**config.mk**
```make
export PLATFORM = sky130hd
export DESIGN_NAME = ex_operand_stage_flat
export DESIGN_NICKNAME = d
export VERILOG_FILES = /design/src/rtl/ex_operand_stage_if.sv /design/src/rtl/ex_operand_stage.sv /design/src/flat_wrapper.sv
export SDC_FILE = /design/constraint.sdc
export NUM_CORES = 1
export LEC_CHECK = 0
export ABC_AREA = 1
export CORE_MARGIN = 2
export CORE_UTILIZATION = 35
export DETAILED_ROUTE_END_ITERATION = 16
export HOLD_SLACK_MARGIN = 0.02
export PLACE_DENSITY = 0.67
export SETUP_SLACK_MARGIN = 0.1
export SYNTH_ARGS = -nofsm -noshare
export SYNTH_HDL_FRONTEND = slang
export SYNTH_SLANG_ARGS = --single-unit
export TNS_END_PERCENT = 50
```
**constraint.sdc**
```tcl
create_clock -name clk -period 4 [get_ports clk]
set_input_delay 1 -clock clk [delete_from_list [all_inputs] [get_ports clk]]
set_output_delay 1 -clock clk [all_outputs]
set_load 0.01 [all_outputs]
```
**src/rtl/ex_operand_stage_if.sv**
```systemverilog
// Decode-to-execute bundle for the operand stage, with the
// downstream forwarding inputs and ALU-facing outputs.
interface ex_operand_stage_if;
    logic        valid_in;
    logic [15:0] rs_data;
    logic [15:0] rt_data;
    logic [2:0]  rs_addr;
    logic [2:0]  rt_addr;
    logic [2:0]  rd_addr;
    logic [15:0] imm;
    logic [2:0]  aluop_in;
    logic        alusrc_in;
    logic        regwrite_in;
    logic        stall;
    logic        flush;
    logic        exmem_regwrite;
    logic        memwb_regwrite;
    logic [2:0]  exmem_rd;
    logic [2:0]  memwb_rd;
    logic [15:0] exmem_result;
    logic [15:0] memwb_result;
    logic [15:0] alu_i1;
    logic [15:0] alu_i2;
    logic [2:0]  alu_op;
    logic [15:0] store_data;
    logic [2:0]  rd_out;
    logic        regwrite_out;
    logic        valid_out;

    modport master (
        output valid_in, rs_data, rt_data, rs_addr, rt_addr, rd_addr,
        output imm, aluop_in, alusrc_in, regwrite_in, stall, flush,
        output exmem_regwrite, memwb_regwrite, exmem_rd, memwb_rd,
        output exmem_result, memwb_result,
        input  alu_i1, alu_i2, alu_op, store_data,
        input  rd_out, regwrite_out, valid_out
    );

    modport slave (
        input  valid_in, rs_data, rt_data, rs_addr, rt_addr, rd_addr,
        input  imm, aluop_in, alusrc_in, regwrite_in, stall, flush,
        input  exmem_regwrite, memwb_regwrite, exmem_rd, memwb_rd,
        input  exmem_result, memwb_result,
        output alu_i1, alu_i2, alu_op, store_data,
        output rd_out, regwrite_out, valid_out
    );
endinterface

```
**src/rtl/ex_operand_stage.sv**
```systemverilog
// Execute-stage operand register with EX/MEM and MEM/WB
// forwarding muxes feeding the ALU and store path.
module ex_operand_stage (
    input logic               clk,
    input logic               reset,
    ex_operand_stage_if.slave bus
);

    logic        valid_q;
    logic [15:0] rs_data_q;
    logic [15:0] rt_data_q;
    logic [2:0]  rs_addr_q;
    logic [2:0]  rt_addr_q;
    logic [2:0]  rd_q;
    logic [15:0] imm_q;
    logic [2:0]  aluop_q;
    logic        alusrc_q;
    logic        regwrite_q;

    logic [15:0] fwd_a;
    logic [15:0] fwd_b;

    always_ff @(posedge clk) begin
        if (reset || bus.flush) begin
            valid_q    <= 1'b0;
            rs_data_q  <= 16'h0000;
            rt_data_q  <= 16'h0000;
            rs_addr_q  <= 3'd0;
            rt_addr_q  <= 3'd0;
            rd_q       <= 3'd0;
            imm_q      <= 16'h0000;
            aluop_q    <= 3'b000;
            alusrc_q   <= 1'b0;
            regwrite_q <= 1'b0;
        end else if (!bus.stall) begin
            valid_q    <= bus.valid_in;
            rs_data_q  <= bus.rs_data;
            rt_data_q  <= bus.rt_data;
            rs_addr_q  <= bus.rs_addr;
            rt_addr_q  <= bus.rt_addr;
            rd_q       <= bus.rd_addr;
            imm_q      <= bus.imm;
            aluop_q    <= bus.aluop_in;
            alusrc_q   <= bus.alusrc_in;
            regwrite_q <= bus.regwrite_in & bus.valid_in;
        end
    end

    // r0 is hard zero, so it never matches a forward and never
    // exposes whatever the register file happened to return.
    function automatic logic [15:0] forward(
        input logic [2:0]  addr,
        input logic [15:0] data,
        input logic        ex_we,
        input logic [2:0]  ex_rd,
        input logic [15:0] ex_res,
        input logic        wb_we,
        input logic [2:0]  wb_rd,
        input logic [15:0] wb_res
    );
        logic [15:0] r;
        r = data;
        if (addr == 3'd0)
            r = 16'h0000;
        else if (ex_we && ex_rd == addr)
            r = ex_res;
        else if (wb_we && wb_rd == addr)
            r = wb_res;
        return r;
    endfunction

    always_comb begin
        fwd_a = forward(rs_addr_q, rs_data_q,
                        bus.exmem_regwrite, bus.exmem_rd,
                        bus.exmem_result,
                        bus.memwb_regwrite, bus.memwb_rd,
                        bus.memwb_result);
        fwd_b = forward(rt_addr_q, rt_data_q,
                        bus.exmem_regwrite, bus.exmem_rd,
                        bus.exmem_result,
                        bus.memwb_regwrite, bus.memwb_rd,
                        bus.memwb_result);
    end

    assign bus.alu_i1       = fwd_a;
    assign bus.alu_i2       = alusrc_q ? imm_q : fwd_b;
    assign bus.store_data   = fwd_b;
    assign bus.alu_op       = aluop_q;
    assign bus.rd_out       = rd_q;
    assign bus.valid_out    = valid_q;
    assign bus.regwrite_out = regwrite_q & valid_q;

endmodule

```
**src/flat_wrapper.sv**
```systemverilog
// flat-port wrapper written by rule: the top's interface ports become plain ports
module ex_operand_stage_flat 
  (clk, reset, bus_valid_in, bus_rs_data, bus_rt_data, bus_rs_addr, bus_rt_addr, bus_rd_addr, bus_imm, bus_aluop_in, bus_alusrc_in, bus_regwrite_in, bus_stall, bus_flush, bus_exmem_regwrite, bus_memwb_regwrite, bus_exmem_rd, bus_memwb_rd, bus_exmem_result, bus_memwb_result, bus_alu_i1, bus_alu_i2, bus_alu_op, bus_store_data, bus_rd_out, bus_regwrite_out, bus_valid_out);
  ex_operand_stage_if bus_i ();
  input logic clk;
  input logic reset;
  input wire logic [$bits(bus_i.valid_in)-1:0] bus_valid_in;
  input wire logic [$bits(bus_i.rs_data)-1:0] bus_rs_data;
  input wire logic [$bits(bus_i.rt_data)-1:0] bus_rt_data;
  input wire logic [$bits(bus_i.rs_addr)-1:0] bus_rs_addr;
  input wire logic [$bits(bus_i.rt_addr)-1:0] bus_rt_addr;
  input wire logic [$bits(bus_i.rd_addr)-1:0] bus_rd_addr;
  input wire logic [$bits(bus_i.imm)-1:0] bus_imm;
  input wire logic [$bits(bus_i.aluop_in)-1:0] bus_aluop_in;
  input wire logic [$bits(bus_i.alusrc_in)-1:0] bus_alusrc_in;
  input wire logic [$bits(bus_i.regwrite_in)-1:0] bus_regwrite_in;
  input wire logic [$bits(bus_i.stall)-1:0] bus_stall;
  input wire logic [$bits(bus_i.flush)-1:0] bus_flush;
  input wire logic [$bits(bus_i.exmem_regwrite)-1:0] bus_exmem_regwrite;
  input wire logic [$bits(bus_i.memwb_regwrite)-1:0] bus_memwb_regwrite;
  input wire logic [$bits(bus_i.exmem_rd)-1:0] bus_exmem_rd;
  input wire logic [$bits(bus_i.memwb_rd)-1:0] bus_memwb_rd;
  input wire logic [$bits(bus_i.exmem_result)-1:0] bus_exmem_result;
  input wire logic [$bits(bus_i.memwb_result)-1:0] bus_memwb_result;
  output wire logic [$bits(bus_i.alu_i1)-1:0] bus_alu_i1;
  output wire logic [$bits(bus_i.alu_i2)-1:0] bus_alu_i2;
  output wire logic [$bits(bus_i.alu_op)-1:0] bus_alu_op;
  output wire logic [$bits(bus_i.store_data)-1:0] bus_store_data;
  output wire logic [$bits(bus_i.rd_out)-1:0] bus_rd_out;
  output wire logic [$bits(bus_i.regwrite_out)-1:0] bus_regwrite_out;
  output wire logic [$bits(bus_i.valid_out)-1:0] bus_valid_out;
  assign bus_i.valid_in = bus_valid_in;
  assign bus_i.rs_data = bus_rs_data;
  assign bus_i.rt_data = bus_rt_data;
  assign bus_i.rs_addr = bus_rs_addr;
  assign bus_i.rt_addr = bus_rt_addr;
  assign bus_i.rd_addr = bus_rd_addr;
  assign bus_i.imm = bus_imm;
  assign bus_i.aluop_in = bus_aluop_in;
  assign bus_i.alusrc_in = bus_alusrc_in;
  assign bus_i.regwrite_in = bus_regwrite_in;
  assign bus_i.stall = bus_stall;
  assign bus_i.flush = bus_flush;
  assign bus_i.exmem_regwrite = bus_exmem_regwrite;
  assign bus_i.memwb_regwrite = bus_memwb_regwrite;
  assign bus_i.exmem_rd = bus_exmem_rd;
  assign bus_i.memwb_rd = bus_memwb_rd;
  assign bus_i.exmem_result = bus_exmem_result;
  assign bus_i.memwb_result = bus_memwb_result;
  assign bus_alu_i1 = bus_i.alu_i1;
  assign bus_alu_i2 = bus_i.alu_i2;
  assign bus_alu_op = bus_i.alu_op;
  assign bus_store_data = bus_i.store_data;
  assign bus_rd_out = bus_i.rd_out;
  assign bus_regwrite_out = bus_i.regwrite_out;
  assign bus_valid_out = bus_i.valid_out;
  ex_operand_stage u_core (.clk(clk), .reset(reset), .bus(bus_i));
endmodule
```
Word-level counts from Yosys, hierarchy flattened
Index checks and enable logic that the tools add are counted.
{"block": "word_totals", "reg_bits": 63, "input_bits": 107, "out_inout_bits": 56, "elab_cells": 30}
{"block": "op_classes", "n_eq_ne": 4, "muxes": 7, "bitwise": 2, "reduce_logical": 7}
{"cell": "two-way mux 16 bit", "count": 7}
{"cell": "equality test 3 bit", "count": 4}
{"cell": "zero test 3 bit", "count": 2}
{"cell": "logical AND 1 bit", "count": 4}
{"cell": "bitwise AND 1 bit", "count": 2}
{"cell": "logical OR 1 bit", "count": 1}

Longest topological paths before layout
Gate-level depths: netlist of run 1.
{"block": "logic_depth", "ltp_word": 6, "ltp_mapped": 10}

Worst setup path before layout of run 1
Ideal clock, no wire load.
{"block": "synth_timing", "path_type": "input to output", "start": "in bus_exmem_rd[2]", "end": "out bus_alu_i1[10]", "arrival_time_ns": 1.920, "path_slack_ns": 1.080, "path_stages": 8, "cell_sequence": "inv_1 nor2_1 nor3_4 nand2_4 buf_6 nand3_2 nand2_1 inv_1"}
{"block": "synth_between", "elab_chain_len": 4}
{"item": "start: declaration", "line_no": "flat_wrapper.sv:21", "rtl": "input wire logic [$bits(bus_i.exmem_rd)-1:0] bus_exmem_rd;"}
{"item": "equality test 3 bit", "line_no": "ex_operand_stage.sv:65", "rtl": "else if (ex_we && ex_rd == addr)"}
{"item": "logical AND 1 bit", "line_no": "ex_operand_stage.sv:65"}
{"item": "two-way mux 16 bit", "line_no": "ex_operand_stage.sv:65"}
{"item": "two-way mux 16 bit", "line_no": "ex_operand_stage.sv:63", "rtl": "if (addr == 3'd0)"}
{"item": "end: declaration", "line_no": "flat_wrapper.sv:25", "rtl": "output wire logic [$bits(bus_i.alu_i1)-1:0] bus_alu_i1;"}
Every way passes these cells.

Worst setup path after layout of run 1
{"block": "layout_timing", "start": "in bus_exmem_rd[2]", "end": "out bus_alu_i2[0]"}
{"block": "layout_between", "elab_chain_len": 5}
{"item": "equality test 3 bit", "line_no": "ex_operand_stage.sv:65"}
{"item": "logical AND 1 bit", "line_no": "ex_operand_stage.sv:65"}
{"item": "two-way mux 16 bit", "line_no": "ex_operand_stage.sv:65"}
{"item": "two-way mux 16 bit", "line_no": "ex_operand_stage.sv:63"}
{"item": "two-way mux 16 bit", "line_no": "ex_operand_stage.sv:86", "rtl": "assign bus.alu_i2 = alusrc_q ? imm_q : fwd_b;"}
{"item": "end: declaration", "line_no": "flat_wrapper.sv:26", "rtl": "output wire logic [$bits(bus_i.alu_i2)-1:0] bus_alu_i2;"}
Every way passes these cells.

==> reports/metrics.csv, run 1 <==
metric,value,unit
IO Port Bufs,162,
DRT antenna net count,0,
Pins Over Slew Limit,0,
Site Rows,39,
Root Buffer,clkbuf_16,
H-tree levels,3,
Synthesis Warnings,0,
synth top area cells,"dfxtp_1 31%, nand2_1 24%, nand3_1 10%, inv_1 7.7%, nand3_2 7.3%",
Die H,112,um
Synth Register Bits,63,
CTS Hold Bufs,0,
count of cell types in the netlist,24,
area grow syn2layout,56.0,%
Vias/cell,4.81,
clk_skew,0,ns
Buf/Inv on CP,6,
Netlist Area Pre-Place,4110,um2
Lkg Pwr,3.78,nW
Sink Count,63,
initial antenna violation count,1,
Placed Cells,947,
critical path's slowest cell,clkdlybuf4s50_1,
utilization after layout,56.2,%
Worst path max stage delay,0.52,ns
Final Non-Filler Cells,974,
detailed placer's ending HPWL,10400,um
most frequent cell after synthesis,nand2_1,
die width,112,um
Worst-Skew Late Latency,0.33,ns
Die ar.,12600,um2
Final #Nets,933,
I/O pin cnt,163,
startpoint class of the critical path,input pin,
CP startpoint,bus_exmem_rd[2],
global-route wire length before repair,22000,um
Setup WS post-layout,0.185,ns
sequential area share after synthesis,30.7,%
Mean Syn Cell Area,6.18,um2
CP Capture Type,output port,
Tot GR Track Use,21.6,%
number of synthesized flops with an enable pin,0,
"area leader, netlist",dfxtp_1,
First-pass DRT Iterations,5,
clk buf depth,2,
RSZ-0062 raised after global routing,no,
peak supply drop,0.000194,V
cell area after placement,5870,um2
Pwr Density,298,nW/um2
post-route minimum period,3.81,ns
core box area,11400,um2
Setup-failing EPs final,0,
Gate Count Post-Synth,665,
CP Data Required Time,3.00,ns
clk slew on worst S/H paths,0.06,ns
1st-iter DRT viols,282,
layout cells sized above 1,12.3,%
crit share post-route,95.4,%
placer congestion estimate,0.852,
vias in the first global route,4474,
Crit Path Max Fanout,3,
Slew headroom,36.2,%
FMAX,262,MHz
critical path arrival,2.81,ns
Final Cell Area,6410,um2
"Primary FF master, synth",dfxtp_1,
Reg-to-Reg Start,u_core.alusrc_q,
Antenna Cells,0,
cell mode on critical path,nand2_1,
Commonest cells post-synth,"262 x nand2_1, 84 x inv_1, 84 x nand3_1",
initial core utilization,36.0,%
worst hold start,u_core.rt_data_q[3],
DRC viols,0,
area fraction of the dominant cell type after synthesis,30.7,%
critical path cell sequence,clkdlybuf4s50_1 -> inv_1 -> nand2_1 -> nand2_1 -> nor2_4 -> buf_4 -> buf_4 -> nand3_1 -> nand2_1 -> inv_1 -> nand3_1 -> nand2_1 -> dlygate4sd2_1,
final hold vios,0,
largest net degree at the start of global routing,70,
critical path's top delay family,buffers and inverters,
post-DR wirelength/cell,14.5,um
Place WS,-0.0116,ns
run status,"finished, final reports clean",
Synth async-reset ratio,0,%
maxcap violations,0,
critical path class,in2out,
TritonCTS clock tree,yes,
grt ovf,0,
Slew @ Worst Pin,0.956,ns
vias,4686,
hold crit path type,reg2reg,
Syn Nets,772,
final WL,14200,um
Num CTS Buffers,9,
[report_power, final]
part / switching, W / internal, W
logic: 0.000227 / 0.000220
clock network: 0.000303 / 0.000502
registers: 0.0000122 / 0.000648
total: 0.000543 / 0.00137
[cell families (layout without fill, tap and decap cells)]
logic type             Yosys count  in the layout  synth area share [%]
AOI/OAI and AO/OA               67             67                  9.07
and+or+nand+nor                403            404                  46.3
buffers and inverters          132            297                  14.0
DFF                             63             63                  30.7
[repair_timing]
action	in CTS	in global routing
gates resized for setup	20	39
endpoints found under the setup margin	48	32
setup buffers	2	6
cloned	0	3
pin swaps	1	3
[stage by stage]
step	total power (W)	hold WS [ns]	TNS, ns
final	0.00191	0.462	0
after global routing	0.00200	0.477	0
after CTS	0.00192	0.465	0
after detailed placement	0.00110	0.456	-0.0281
after global placement	0.00110	0.452	-0.0885
after floorplan	0.000891	0.445	0
[final cells by class]
cell class	count	area [um2]
well taps	143	179
clock buffers	10	239
repair buffers	187	2010
inverters	94	353
clock inverters	6	68.8
multi-input cells	471	2300
fillers	1133	5000
flip-flops and latches	63	1260
[cells in the final DEF, fill, tap and decap left out, types with 17 or more instances in the layout]
cell type,netlist,layout
dlygate4sd2_1,0,17
nand2_1,262,262
clkdlybuf4s50_1,0,110
dlymetal6s2s_1,0,34
dfxtp_1,63,63
nand3_2,30,30
inv_1,84,82
nand3_1,84,84
a21oi_1,57,57
[metal layers]
layer,vias up,track usage (%),share of wire [%]
met5,-,0,0.11
met4,2,7.07,1.6
met3,20,6.91,8.4
met2,179,34.4,47
met1,2093,27.7,43
li1,2392,-,-
[path summary, 6_finish.rpt]
| check | end | slack (ns) | cells past startpoint |
|---|---|---|---|
| setup reg to reg | u_core.alusrc_q | 2.81 | 2 |
| hold / removal | u_core.rt_data_q[3] | 0.46 | 2 |
| hold reg to reg | u_core.rt_data_q[3] | 0.46 | 2 |
| setup / recovery | bus_alu_i2[0] | 0.19 | 13 |
[state kept, by name (all words and copies together), names as in the netlist]
signal,flops
u_core.imm_q,16
u_core.rs_data_q,16
u_core.rt_data_q,16
u_core.bus.alu_op,3
u_core.bus.rd_out,3
u_core.rs_addr_q,3
u_core.rt_addr_q,3
u_core.alusrc_q,1
u_core.bus.valid_out,1
u_core.regwrite_q,1
[tightest hold or removal path: stages (launching register included)]
cell,delay (ns)
dfxtp_1,0.30
nand2_1,0.06
a21oi_1,0.05
No activity file was read; power rests on OpenSTA's default activity.
==> run 2: changes to the inputs <==
--- a/config.mk
+++ b/config.mk
@@ -5,12 +5,11 @@
 export SDC_FILE = /design/constraint.sdc
 export NUM_CORES = 1
 export LEC_CHECK = 0
-export ABC_AREA = 1
 export CORE_MARGIN = 2
 export CORE_UTILIZATION = 35
 export DETAILED_ROUTE_END_ITERATION = 16
 export HOLD_SLACK_MARGIN = 0.02
-export PLACE_DENSITY = 0.67
+export PLACE_DENSITY = 0.7
 export SETUP_SLACK_MARGIN = 0.1
 export SYNTH_ARGS = -nofsm -noshare
 export SYNTH_HDL_FRONTEND = slang
==> reports/metrics.csv, run 2 <==
metric,value,unit,change
run status,"finished, final reports clean",,
most frequent cell after synthesis,nor2_1,,
CP Data Required Time,3.00,ns,about the same
reg2reg end,u_core.alusrc_q,,
Tot GR Track Use,23.3,%,+1.8 points
Worst path max stage delay,0.66,ns,+0.14 ns
Mean Syn Cell Area,8.45,um2,+37%
hold crit path type,reg2reg,,
Reg-to-Reg Start,u_core.alusrc_q,,
area fraction of the dominant cell type after synthesis,36.8,%,+6.2 points
die width,103,um,-8.4%
initial antenna violation count,0,,-1
clk_skew,0,ns,unchanged
Antenna Cells,0,,unchanged
"commonest non-fill, non-tap cell in the layout",clkdlybuf4s50_1,,
core box area,9640,um2,-16%
DRT antenna net count,0,,unchanged
Pins Over Slew Limit,0,,unchanged
1st-iter DRT viols,156,,-45%
Vias/cell,5.08,,+5.5%
crit share post-route,97.4,%,+2.0 points
Die H,103,um,-8.4%
First-pass DRT Iterations,5,,unchanged
CTS Hold Bufs,0,,unchanged
critical path arrival,2.90,ns,+0.09 ns
"Primary FF master, synth",dfxtp_1,,
reg2reg path depth,3,,+1
vias,3583,,-24%
Filler cells,872,,-23%
startpoint class of the critical path,input pin,,
sequential area share after synthesis,36.8,%,+6.2 points
vias in the first global route,3602,,-19%
clk slew on worst S/H paths,0.07,ns,about the same
critical path cell sequence,dlygate4sd2_1 -> xor2_1 -> or4b_4 -> buf_12 -> a211oi_4 -> nor2_1 -> dlygate4sd2_1,,
critical path class,in2out,,
Synthesis Warnings,0,,unchanged
Pwr Density,284,nW/um2,-4.7%
Synth async-reset ratio,0,%,unchanged
IO Port Bufs,162,,unchanged
Slew @ Worst Pin,1.18,ns,+0.228 ns
number of synthesized flops with an enable pin,0,,unchanged
maxcap violations,0,,unchanged
Worst-Skew Late Latency,0.34,ns,about the same
critical path's slowest cell,or4b_4,,
Lkg Pwr,2.43,nW,-36%
count of cell types in the netlist,25,,+4.2%
Final #Nets,675,,-28%
largest net degree at the start of global routing,65,,-7.1%
biggest regs,"u_core.imm_q x16, u_core.rs_data_q x16, u_core.rt_data_q x16",,
placer congestion estimate,0.892,,+4.7%
Syn Nets,512,,-34%
H-tree levels,3,,unchanged
multi-input logic area,2180,um2,-5.2%
TritonCTS clock tree,yes,,
Die ar.,10600,um2,-16%
final WL,12400,um,-12%
RSZ-0062 raised after global routing,yes,,
"area leader, netlist",dfxtp_1,,
Place WS,-0.421,ns,-0.410 ns
area grow syn2layout,63.6,%,
global-route wire length before repair,18900,um,-14%
clk buf depth,2,,unchanged
cell mode on critical path,dlygate4sd2_1,,
total power,0.00159,W,-17%
layout cells sized above 1,12.4,%,+0.12 points
DRC viols,0,,unchanged
Site Rows,36,,-7.7%
Fin Setup TNS,0,ns,unchanged
Setup-failing EPs final,0,,unchanged
Gate Count Post-Synth,405,,-39%
synth top area cells,"dfxtp_1 37%, mux2i_1 23%, nor2_1 10%, a211oi_1 4.8%, a211oi_2 3.7%",,
CP startpoint,bus_memwb_rd[0],,
FMAX,257,MHz,-2.1%
Seq. cell area,1260,um2,unchanged
Num CTS Buffers,9,,unchanged
R2R Setup Slk,3.06,ns,+0.25 ns
final hold vios,0,,unchanged
most frequent cells in the layout,"109 x clkdlybuf4s50_1, 94 x nor2_1, 77 x mux2i_1",,
Netlist Area Pre-Place,3420,um2,-17%
post-route minimum period,3.90,ns,+0.0818 ns
hold slack,0.498,ns,+0.0358 ns
Root Buffer,clkbuf_8,,
crit path to,bus_store_data[9],,
post-DR wirelength/cell,17.6,um,+21%
Sink Count,63,,unchanged
Synth Register Bits,63,,unchanged
Slew headroom,20.6,%,-16 points
CP Capture Type,output port,,
Commonest cells post-synth,"95 x nor2_1, 77 x mux2i_1, 63 x dfxtp_1",,
Crit Path Max Fanout,5,,+2
Setup WS post-layout,0.103,ns,-0.0818 ns
initial core utilization,35.5,%,-0.48 points
peak supply drop,0.000150,V,-23%
grt ovf,0,,unchanged
I/O pin cnt,163,,unchanged
detailed placer's ending HPWL,9160,um,-12%
[run 2: cell count changes in the layout (fill, tap and decap cells not counted), moves of 16 or more]
cell and delta:
nand2_1 -230, nand3_1 -84, inv_1 -82, nor2_1 +82
mux2i_1 +77, a21oi_1 -56, dlymetal6s2s_1 -33, nand3_2 -30
o21ai_0 +16, o31ai_1 +16
[run 2: layout make-up]
class | instances | share of cell area, %
clock buffer | 12 | 2.59
clock inverter | 4 | 0.804
multi-input combinational | 308 | 38.9
sequential | 63 | 22.5
tap | 133 | 2.97
timing repair buffer | 186 | 32.2
[run 2: cell families after synthesis]
group	count (synthesis)	synth area share, %
XOR/XNOR	12	3.07
AO/OA/AOI/OAI	66	14.7
buffers and inverters	34	4.06
flip-flops	63	36.8
AND/OR/NAND/NOR	153	18.8
multiplexers	77	22.5
[run 2: worst min path at each step]
stage | start | to | slack, ns | cells after the start
floorplan | u_core.rs_data_q[0] | u_core.rs_data_q[0] | 0.46 | 2
global placement | u_core.rs_data_q[12] | u_core.rs_data_q[12] | 0.47 | 2
detailed placement | u_core.rs_data_q[6] | u_core.rs_data_q[6] | 0.49 | 2
CTS | u_core.rs_data_q[6] | u_core.rs_data_q[6] | 0.50 | 2
global route | u_core.bus.rd_out[1] | u_core.bus.rd_out[1] | 0.52 | 2
finish | u_core.rs_data_q[6] | u_core.rs_data_q[6] | 0.50 | 2
[run 2: stage by stage]
step | instance area, um2 | util (%) | cells
2_1_floorplan | 3420 | - | 405
3_3_place_gp | 5290 | 54.8 | 689
3_5_place_dp | 5290 | 54.8 | 689
4_1_cts | 5570 | 57.8 | 706
5_1_grt | 5600 | 58.1 | 706
6_report | 5600 | 58.1 | 706
[run 2: routing by layer]
metal	global-route usage, %	up-vias	wire length, um	share of wire, %
met5	0	-	0	0
met4	8.91	0	272	2.2
met3	4.07	23	764	6.1
met2	38.5	141	6040	49
met1	30.5	1660	5370	43
li1	-	1759	-	-
[run 2: worst max-delay path, delay by kind of cell]
kind	cells	cell delay [ns]
XOR/XNOR	1	0.16
buffers and inverters	3	0.76
AND/OR/NAND/NOR	2	0.74
AO/OA/AOI/OAI	1	0.24
[run 2: timing repair]
| action | in CTS | in global routing |
|---|---|---|
| resized for setup | 92 | 27 |
| cloned | 1 | 0 |
| buffers inserted | 0 | 0 |
| pin swaps | 4 | 3 |
| setup endpoints to repair | 48 | 26 |
[run 2: power breakdown]
group          internal [W]  leakage [nW]  switching (W)
combinational      0.000202          1.81       0.000167
sequential         0.000648         0.513      0.0000157
clock              0.000303         0.100       0.000258
